[config.mk]
export PLATFORM = sky130hd
export DESIGN_NAME = clk_div_bank
export DESIGN_NICKNAME = d
export VERILOG_FILES = /design/src/rtl/clk_div_bank.sv
export SDC_FILE = /design/constraint.sdc
export NUM_CORES = 1
export LEC_CHECK = 0
export CAP_MARGIN = 25
export CELL_PAD_IN_SITES_DETAIL_PLACEMENT = 0
export CELL_PAD_IN_SITES_GLOBAL_PLACEMENT = 1
export CORE_UTILIZATION = 40
export CTS_BUF_LIST = sky130_fd_sc_hd__clkbuf_4
export DETAILED_ROUTE_END_ITERATION = 8
export GPL_ROUTABILITY_DRIVEN = 0
export PLACE_DENSITY = 0.8
export SLEW_MARGIN = 20
export SYNTH_ARGS = -nofsm -noshare
export SYNTH_HDL_FRONTEND = slang
export SYNTH_SLANG_ARGS = --single-unit
[constraint.sdc]
create_clock -name clk -period 7.5 [get_ports clk]
set_input_delay 0.75 -clock clk [delete_from_list [all_inputs] [get_ports clk]]
set_output_delay 0.75 -clock clk [all_outputs]
set_load 0.02 [all_outputs]
[src/rtl/clk_div_bank.sv]
// clk_div_bank: NUM_CH divided waveforms/ticks from one clock, DRP-style per-channel config, lock sequencer.
// Optional feature: define CLKDIV_READBACK_EN to return stored channel settings on cfg_do.

module clk_div_lane #(
   parameter int DIV_W       = 8,
   parameter int DIV_DEFAULT = 2
) (
   input  logic               clk,
   input  logic               rst_n,
   input  logic               wr_en,
   input  logic [3*DIV_W-1:0] wr_data,
   input  logic               load,
   input  logic               run,
   output logic               clk_out,
   output logic               tick
`ifdef CLKDIV_READBACK_EN
   ,
   output logic [3*DIV_W-1:0] cfg_raw
`endif
);

   localparam logic [DIV_W-1:0] DEF_DIV = DIV_W'(DIV_DEFAULT);
   localparam logic [DIV_W-1:0] DEF_HI  = DIV_W'(DIV_DEFAULT / 2);
   localparam logic [DIV_W-1:0] ONE     = DIV_W'(1);
   localparam logic [DIV_W-1:0] TWO     = DIV_W'(2);

   logic [DIV_W-1:0] div_q, div_d, hi_q, hi_d, ph_q, ph_d, cnt_q, cnt_d;
   logic [DIV_W-1:0] d_eff, d_m1, h_eff, p_eff;
   logic             clk_out_q, clk_out_d, tick_q, tick_d;

   // Raw fields are stored as written; clamping happens only here.
   always_comb begin
      d_eff = (div_q < TWO) ? TWO : div_q;
      d_m1  = d_eff - ONE;
      h_eff = (hi_q == '0) ? ONE : ((hi_q > d_m1) ? d_m1 : hi_q);
      p_eff = (ph_q < d_eff) ? ph_q : '0;
   end

   always_comb begin
      {ph_d, hi_d, div_d} = wr_en ? wr_data : {ph_q, hi_q, div_q};
      if (load)
         cnt_d = p_eff;
      else if (cnt_q >= d_m1)
         cnt_d = '0;
      else
         cnt_d = cnt_q + ONE;
      clk_out_d = run && (cnt_q < h_eff);
      tick_d    = run && (cnt_q == '0);
   end

   always_ff @(posedge clk or negedge rst_n) begin
      if (!rst_n) begin
         div_q     <= DEF_DIV;
         hi_q      <= DEF_HI;
         ph_q      <= '0;
         cnt_q     <= '0;
         clk_out_q <= 1'b0;
         tick_q    <= 1'b0;
      end else begin
         div_q     <= div_d;
         hi_q      <= hi_d;
         ph_q      <= ph_d;
         cnt_q     <= cnt_d;
         clk_out_q <= clk_out_d;
         tick_q    <= tick_d;
      end
   end

   assign clk_out = clk_out_q;
   assign tick    = tick_q;
`ifdef CLKDIV_READBACK_EN
   assign cfg_raw = {ph_q, hi_q, div_q};
`endif

endmodule

module clk_div_bank #(
   parameter int NUM_CH      = 6,
   parameter int DIV_W       = 8,
   parameter int ADDR_W      = 4,
   parameter int DIV_DEFAULT = 2,
   parameter int LOCK_CYCLES = 64
) (
   input  logic                clk,
   input  logic                rst_n,
   input  logic                pwrdwn,
   input  logic                cfg_en,
   input  logic                cfg_we,
   input  logic [ADDR_W-1:0]   cfg_addr,
   input  logic [3*DIV_W-1:0]  cfg_di,
   output logic [3*DIV_W-1:0]  cfg_do,
   output logic                cfg_rdy,
   output logic [NUM_CH-1:0]   clk_out,
   output logic [NUM_CH-1:0]   tick,
   output logic                locked
);

   localparam logic [1:0] ST_IDLE   = 2'd0;
   localparam logic [1:0] ST_ALIGN  = 2'd1;
   localparam logic [1:0] ST_WAIT   = 2'd2;
   localparam logic [1:0] ST_LOCKED = 2'd3;
   localparam int LCW = (LOCK_CYCLES > 1) ? $clog2(LOCK_CYCLES) : 1;

   logic [1:0]        state_q, state_d;
   logic [LCW-1:0]    lock_cnt_q, lock_cnt_d;
   logic              locked_q, locked_d;
   logic              cfg_rdy_q, cfg_rdy_d;
   logic              addr_ok, wr_acc, load, run;
   logic [NUM_CH-1:0] lane_wr;

   assign addr_ok = 32'(cfg_addr) < 32'(NUM_CH);
   assign wr_acc  = cfg_en && cfg_we && addr_ok;

   always_comb begin
      lane_wr = '0;
      for (int i = 0; i < NUM_CH; i++)
         lane_wr[i] = wr_acc && (cfg_addr == ADDR_W'(i));
   end

   always_comb begin
      state_d    = state_q;
      lock_cnt_d = lock_cnt_q;
      case (state_q)
         ST_IDLE:  state_d = ST_ALIGN;
         ST_ALIGN: begin
            state_d    = ST_WAIT;
            lock_cnt_d = '0;
         end
         ST_WAIT: begin
            if (lock_cnt_q == LCW'(LOCK_CYCLES - 1))
               state_d = ST_LOCKED;
            else
               lock_cnt_d = lock_cnt_q + LCW'(1);
         end
         default:  state_d = ST_LOCKED;
      endcase
      // A retuned channel forces a full realign so every channel stays phase-related.
      if (pwrdwn)
         state_d = ST_IDLE;
      else if (wr_acc && (state_q != ST_IDLE))
         state_d = ST_ALIGN;
      locked_d  = (state_d == ST_LOCKED);
      cfg_rdy_d = cfg_en;
   end

   // Outputs only run while both this and the next state are WAIT/LOCKED, so they drop on the same edge.
   assign load = (state_q == ST_ALIGN);
   assign run  = ((state_q == ST_WAIT) || (state_q == ST_LOCKED)) &&
                 ((state_d == ST_WAIT) || (state_d == ST_LOCKED));

   always_ff @(posedge clk or negedge rst_n) begin
      if (!rst_n) begin
         state_q    <= ST_IDLE;
         lock_cnt_q <= '0;
         locked_q   <= 1'b0;
         cfg_rdy_q  <= 1'b0;
      end else begin
         state_q    <= state_d;
         lock_cnt_q <= lock_cnt_d;
         locked_q   <= locked_d;
         cfg_rdy_q  <= cfg_rdy_d;
      end
   end

   assign locked  = locked_q;
   assign cfg_rdy = cfg_rdy_q;

`ifdef CLKDIV_READBACK_EN
   logic [NUM_CH-1:0][3*DIV_W-1:0] lane_cfg;
   logic [3*DIV_W-1:0]             rd_mux, cfg_do_q, cfg_do_d;
`endif

   for (genvar g = 0; g < NUM_CH; g++) begin : g_lane
      clk_div_lane #(
         .DIV_W       (DIV_W),
         .DIV_DEFAULT (DIV_DEFAULT)
      ) u_lane (
         .clk     (clk),
         .rst_n   (rst_n),
         .wr_en   (lane_wr[g]),
         .wr_data (cfg_di),
         .load    (load),
         .run     (run),
         .clk_out (clk_out[g]),
         .tick    (tick[g])
`ifdef CLKDIV_READBACK_EN
         ,
         .cfg_raw (lane_cfg[g])
`endif
      );
   end

`ifdef CLKDIV_READBACK_EN
   // Unmatched (out-of-range) addresses fall through to zero.
   always_comb begin
      rd_mux = '0;
      for (int i = 0; i < NUM_CH; i++)
         if (cfg_addr == ADDR_W'(i))
            rd_mux = lane_cfg[i];
      cfg_do_d = (cfg_en && !cfg_we) ? rd_mux : '0;
   end

   always_ff @(posedge clk or negedge rst_n) begin
      if (!rst_n)
         cfg_do_q <= '0;
      else
         cfg_do_q <= cfg_do_d;
   end

   assign cfg_do = cfg_do_q;
`else
   assign cfg_do = '0;
`endif

endmodule

==> results.yml, run 1 <==
outcome:
  run_status: "complete, but fails checks"
  failed_checks: "design-rule violations"
power_and_ir_drop:
  finalPower_mw: 5.50
  power.density_mw_per_mm2: 338
  ir_drop_v: 0.000117
  p_leak_nw: 7.49
hold_path:
  min_path_cells: 1
  hp-class: "reg -> reg"
timing:
  slew_viol_final: 0
  fin_crit_ns: 5.44
  fmax_ghz: 0.184
  worst_pin_slew_ns: 1.01
  relSlewSlack_pct: 32.3
  setup_ws_ns: 2.06
  grt_setup_unrepaired: "false"
  fin_crit_sh_pct: 72.5
  hold_viol_final: 0
  whs_ns: 0.501
  fin_setup_tns_ns: 0
  finalClockSkew_ns: 0.0432
  finalSetupViolations: 0
layout:
  register_area_mm2: 0.00537
  final_util_pct: 45.5
  fill_cells: 3438
  fin_area_mm2: 0.0163
  layout-drive-gt1-share_pct: 16.9
  multi_input_area_mm2: 0.00866
  syn_to_final_growth_pct: 11.4
  nets: 1717
  instances_no_fill: 2010
clocking:
  insertion_delay_ns: 0.70
  h-tree-depth: 2
  tritoncts: "yes"
  cts_resized: 0
  cts_num_sinks: 214
  cts_max_path_buffers: 3
  path_clk_slew_ns: 0.07
  root_buffer: "clkbuf_4"
  cts-buffers-inserted: 60
global_route:
  track_usage_pct: 21.5
  grt-ovfl-total: 0
  grt_pass1_vias: 11255
  antenna_found_initial: 4
  grt_max_degree: 81
  grt_pass1_wl_um: 62100
detailed_routing:
  drt_wl_total_um: 38300
  wl_per_cell_um: 19.1
  avgViaCountPerCell: 5.67
  first_pass_iters: 9
  drcViolationCount: 6
  vias: 11401
  ant_nets: 0
  first_iter_violations: 676
worst_setup_path:
  criticalPathCategory: "reg -> reg"
  critPathCaptureType: "flop"
  start_kind: "flop"
  path_max_fanout: 11
  reg2reg_depth: 21
  critPathArrivalTime_ns: 6.05
  critPathRequiredTime_ns: 8.11
yosys:
  syn_inst: 1423
  synth-edff-count: 0
  synth.distinct_cells: 81
  synth_common_cells: "dfrtp_1, ha_1, mux2_2, nand2_1, inv_1"
  ys_async_sr_fraction_pct: 100
  synth_flop_cell: "dfrtp_1"
  ys_seq_area_share_pct: 36.8
  yosys.area.top_type: "dfrtp_1"
  synth_area_mm2: 0.0146
  synth_most_common_cell: "dfrtp_1"
  synth_top_area_share_pct: 34.6
  ys_top_cells_by_area: "dfrtp_1, ha_1, mux2_2"
  yosysWarnings: 0
  avgSynthCellArea_um2: 10.3
  synth-seq-cells: 214
place:
  place_area_mm2: 0.0155
  place_ws_ns: 2.13
  placedCellCount: 1898
  placement.io_buffers: 46
  dp.final_hpwl_um: 27500
floorplan:
  coreArea_mm2: 0.0357
  fp.dieArea_mm2: 0.0373
  io_pins: 71
  start_util_pct: 40.9
  die_h_um: 193
  die_x_um: 193
  rows: 69
run:
  cap_violations: 0
worst paths after layout:
kind / startpoint / to / slack (ns)
max in group asynchronous: rst_n / g_lane[4].u_lane.clk_out / 5.68
max reg2reg: g_lane[1].u_lane.div_q[6] / g_lane[1].u_lane.clk_out / 2.06
max: g_lane[1].u_lane.div_q[6] / g_lane[1].u_lane.clk_out / 2.06
min reg2reg: g_lane[2].u_lane.ph_q[0] / g_lane[2].u_lane.cnt_q[0] / 0.50
min in group asynchronous: rst_n / g_lane[1].u_lane.ph_q[7] / 0.65
min: g_lane[2].u_lane.ph_q[0] / g_lane[2].u_lane.cnt_q[0] / 0.50
cell type report:
type                    count  share of cell area, %
diodes                      1                 0.0154
well taps                 461                   3.54
multi-input cells        1093                   53.2
repair buffers             63                   3.81
inverters                  69                   1.59
clock inverters            18                  0.607
flip-flops and latches    214                   33.0
clock buffers              91                   4.20
power breakdown:
group	switching, mW	internal, mW	total, mW
clock network	0.499	0.585	1.08
logic	1.36	1.18	2.55
registers	0.423	1.44	1.87
total	2.29	3.21	5.50
repair_timing:
item / 4_1_cts / 5_1_grt
endpoints found under the hold margin: 8 / 0
buffers inserted: 0 / 0
hold buffers: 1 / 0
cell usage in the layout, fill, tap and decap left out, types with 14 or more instances in the layout:
| master | netlist | layout |
|---|---|---|
| nor2_1 | 62 | 62 |
| clkbuf_4 | 0 | 91 |
| o21ai_1 | 20 | 20 |
| ha_1 | 183 | 183 |
| a21o_1 | 22 | 22 |
| mux2_2 | 117 | 117 |
| nor3_1 | 43 | 43 |
| and3_1 | 21 | 21 |
| xor2_1 | 22 | 22 |
| o21a_1 | 15 | 15 |
| o211ai_1 | 24 | 24 |
| xnor2_1 | 42 | 42 |
| o2bb2ai_1 | 30 | 30 |
| conb_1 | 1 | 24 |
| nand2_1 | 76 | 76 |
| nor2b_1 | 14 | 14 |
| a21oi_1 | 60 | 60 |
| nand3_1 | 39 | 39 |
| inv_1 | 69 | 69 |
| clkdlybuf4s50_1 | 0 | 45 |
| dfrtp_1 | 202 | 202 |
| o21ai_0 | 48 | 48 |
per-layer routing:
metal,track usage [%],share of wire [%],vias up
met3,2.93,4.4,89
li1,-,-,5457
met4,9.31,4.1,0
met2,34.0,45,254
met5,0,0,-
met1,29.5,46,5601
worst max-delay path: stages, from the launching register on:
cell,delay (ns)
dfrtp_1,0.48
or4_1,0.54
o41ai_1,0.26
buf_4,0.21
ha_1,0.18
or3b_1,0.43
xnor2_1,0.33
ha_1,0.34
nor3b_1,0.15
o31a_1,0.10
nor4_1,0.44
o21bai_1,0.22
a211oi_1,0.11
buf_4,0.19
nand2_1,0.07
o211ai_1,0.09
ha_1,0.31
a21o_1,0.18
a211o_1,0.29
a21oi_1,0.12
nand3_1,0.11
nor3_2,0.21
flip-flops by register name, summed over array words and instances, names as in the netlist:
register,flops
g_lane.u_lane.cnt_q,48
g_lane.u_lane.div_q,48
g_lane.u_lane.hi_q,48
g_lane.u_lane.ph_q,48
g_lane.u_lane.clk_out,6
g_lane.u_lane.tick,6
lock_cnt_q,6
state_q,2
cfg_rdy,1
locked,1
cell families after synthesis:
kind of cell / count (synthesis) / synth area share, %
buffers and inverters: 139 / 4.57
XOR/XNOR: 64 / 3.84
adder cells (fa/ha/maj): 186 / 15.9
AND/OR/NAND/NOR: 356 / 12.7
multiplexers: 142 / 10.8
AO/OA/AOI/OAI: 321 / 15.4
other: 1 / 0.0257
flip-flops: 214 / 36.8
No activity file was read; power rests on OpenSTA's default activity.
==> run 2: changes to the inputs <==
--- a/config.mk
+++ b/config.mk
@@ -12,7 +12,7 @@
 export CTS_BUF_LIST = sky130_fd_sc_hd__clkbuf_4
 export DETAILED_ROUTE_END_ITERATION = 8
 export GPL_ROUTABILITY_DRIVEN = 0
-export PLACE_DENSITY = 0.8
+export PLACE_DENSITY = 0.83
 export SLEW_MARGIN = 20
 export SYNTH_ARGS = -nofsm -noshare
 export SYNTH_HDL_FRONTEND = slang
==> constraint.sdc (replaced) <==
create_clock -name clk -period 4.8 [get_ports clk]
set_input_delay 0.48 -clock clk [delete_from_list [all_inputs] [get_ports clk]]
set_output_delay 0.48 -clock clk [all_outputs]
set_load 0.02 [all_outputs]
==> results.yml, run 2 (synthesis results as in run 1) <==
detailed_routing:
  drcViolationCount: 2
  drt_wl_total_um: 39700
  wl_per_cell_um: 19.3
  vias: 11721
  first_pass_iters: 9
  first_iter_violations: 609
  ant_nets: 0
  avgViaCountPerCell: 5.70
timing:
  slew_viol_final: 0
  relSlewSlack_pct: 38.7
  finalClockSkew_ns: 0.0401
  grt_setup_unrepaired: "true"
  fmax_ghz: 0.212
  hold_viol_final: 0
  fin_crit_sh_pct: 98.1
  fin_setup_tns_ns: 0
  worst_pin_slew_ns: 0.917
  finalSetupViolations: 0
  whs_ns: 0.268
  fin_crit_ns: 4.71
power_and_ir_drop:
  ir_drop_v: 0.000223
  internal_power_mw: 5.31
  seqPwrFrac_pct: 32.0
  clkPwrFrac_pct: 18.8
  netSwitchingFraction_pct: 41.5
  comb_power_share_pct: 49.2
  power.density_mw_per_mm2: 536
  p_leak_nw: 7.78
  power_switching_mw: 3.77
layout:
  register_area_mm2: 0.00537
  final_cell_mix: "dfrtp_1, ha_1, mux2_2"
  multi_input_area_mm2: 0.00897
  nets: 1761
  syn_to_final_growth_pct: 16.0
  final_common_cell: "dfrtp_1"
  fill_cells: 3313
  layout-drive-gt1-share_pct: 21.9
outcome:
  failed_checks: "design-rule violations"
  run_status: "complete, but fails checks"
run:
  cap_violations: 0
floorplan:
  coreArea_mm2: 0.0357
  start_util_pct: 40.9
  die_h_um: 193
  io_pins: 71
  die_x_um: 193
  rows: 69
  fp.dieArea_mm2: 0.0373
clocking:
  insertion_delay_ns: 0.72
  tritoncts: "yes"
  path_clk_slew_ns: 0.06
  cts-buffers-inserted: 59
  cts_max_path_buffers: 3
  cts_num_sinks: 214
  h-tree-depth: 2
  root_buffer: "clkbuf_4"
global_route:
  antenna_found_initial: 3
  grt-ovfl-total: 0
  grt_pass1_vias: 11589
  grt_pass1_wl_um: 62500
  grt_max_degree: 131
  track_usage_pct: 21.6
worst_setup_path:
  critPathRequiredTime_ns: 5.41
  path_max_fanout: 7
  path_cells: "or4_4 > o41ai_4 > ha_2 > or3b_4 > xnor2_4 > ha_4 > nor3b_4 > o31a_1 > nor4_4 > o21bai_4 > a211oi_4 > buf_6 > nand2_2 > o211ai_1 > ha_1 > a211o_1 > a21oi_2 > nand3_1 > nor3_2"
  criticalPathCategory: "reg -> reg"
  critPathArrivalTime_ns: 5.32
  cpMaxStageDelayCell: "or4_4"
  critPathCaptureType: "flop"
  cpPeakStageDelay_ns: 0.54
  start_kind: "flop"
hold_path:
  hp-class: "in -> reg"
place:
  placement.io_buffers: 46
  dp.final_hpwl_um: 28200
## run 2: cell types whose count changed in the layout (fill, tap and decap cells not counted), moves of 4 or more
cell,change
buf_4,+40
nor4_1,-4
nor3_1,-5
ha_1,-4
nor3_2,+4
clkbuf_4,+8
o41ai_1,-4
buf_8,+4
## run 2: path summary, 6_finish.rpt
path,from,endpoint,slack (ns),cells after the start
setup / recovery,g_lane[1].u_lane.div_q[7],g_lane[1].u_lane.clk_out,0.09,19
hold / removal,cfg_en,cfg_rdy,0.27,1
setup reg to reg,g_lane[1].u_lane.div_q[7],g_lane[1].u_lane.clk_out,0.09,19
hold reg to reg,lock_cnt_q[3],lock_cnt_q[3],0.50,1
max in group asynchronous,rst_n,g_lane[0].u_lane.clk_out,3.11,4
min in group asynchronous,rst_n,g_lane[5].u_lane.tick,0.28,2
## run 2: area by class of cell
class	count	share of cell area, %
multi-input combinational	1095	52.9
sequential	214	31.7
timing repair buffer	106	5.76
clock buffer	99	4.38
tap	461	3.40
inverter	69	1.53
clock inverter	12	0.280
antenna	2	0.0295
## run 2: metal layers
layer | track usage, % | vias to the layer above | part of all wire (%)
met2 | 34.5 | 357 | 46
met4 | 9.62 | 0 | 3.9
met1 | 28.5 | 5718 | 44
met5 | 0 | - | 0
met3 | 3.80 | 102 | 5.5
li1 | - | 5544 | -
## run 2: repair_timing
| action | in CTS | in global routing |
|---|---|---|
| pin swaps | 1 | 20 |
| hold buffers | 1 | 0 |
| endpoints found under the setup margin | 2 | 6 |
| buffers inserted | 0 | 14 |
| cloned | 0 | 2 |
| resized for setup | 9 | 32 |
| endpoints found under the hold margin | 119 | 0 |
## run 2: power groups by stage
stage / Clock, mW / Sequential (mW) / Combinational, mW
6_report: 1.71 / 2.91 / 4.47
5_1_grt: 1.86 / 2.98 / 5.02
4_1_cts: 1.76 / 2.89 / 4.20
3_5_place_dp: 0 / 2.91 / 4.14
3_3_place_gp: 0 / 2.90 / 3.97
2_1_floorplan: 0 / 2.68 / 3.21
## run 2: worst max-delay path, delay by kind of cell (launching register included)
kind / cells / cell delay, ns
buf+inv: 1 / 0.18
compound gates: 7 / 1.55
simple gates: 7 / 1.52
flops: 1 / 0.38
fa+ha+maj: 3 / 0.81
xor+xnor: 1 / 0.18
## run 2: stage by stage
stage / worst slack [ns] / power (mW) / util [%] / cell area, um2 / instances
CTS: 0.0131 / 8.85 / 46.4 / 16600 / 2037
floorplan: -0.00883 / 5.89 / - / 14800 / 1446
detailed placement: -0.113 / 7.06 / 44.1 / 15700 / 1925
global route: -0.161 / 9.85 / 47.4 / 17000 / 2057
global placement: 0.0812 / 6.87 / 43.9 / 15700 / 1922
finish: 0.0902 / 9.08 / 47.4 / 17000 / 2058
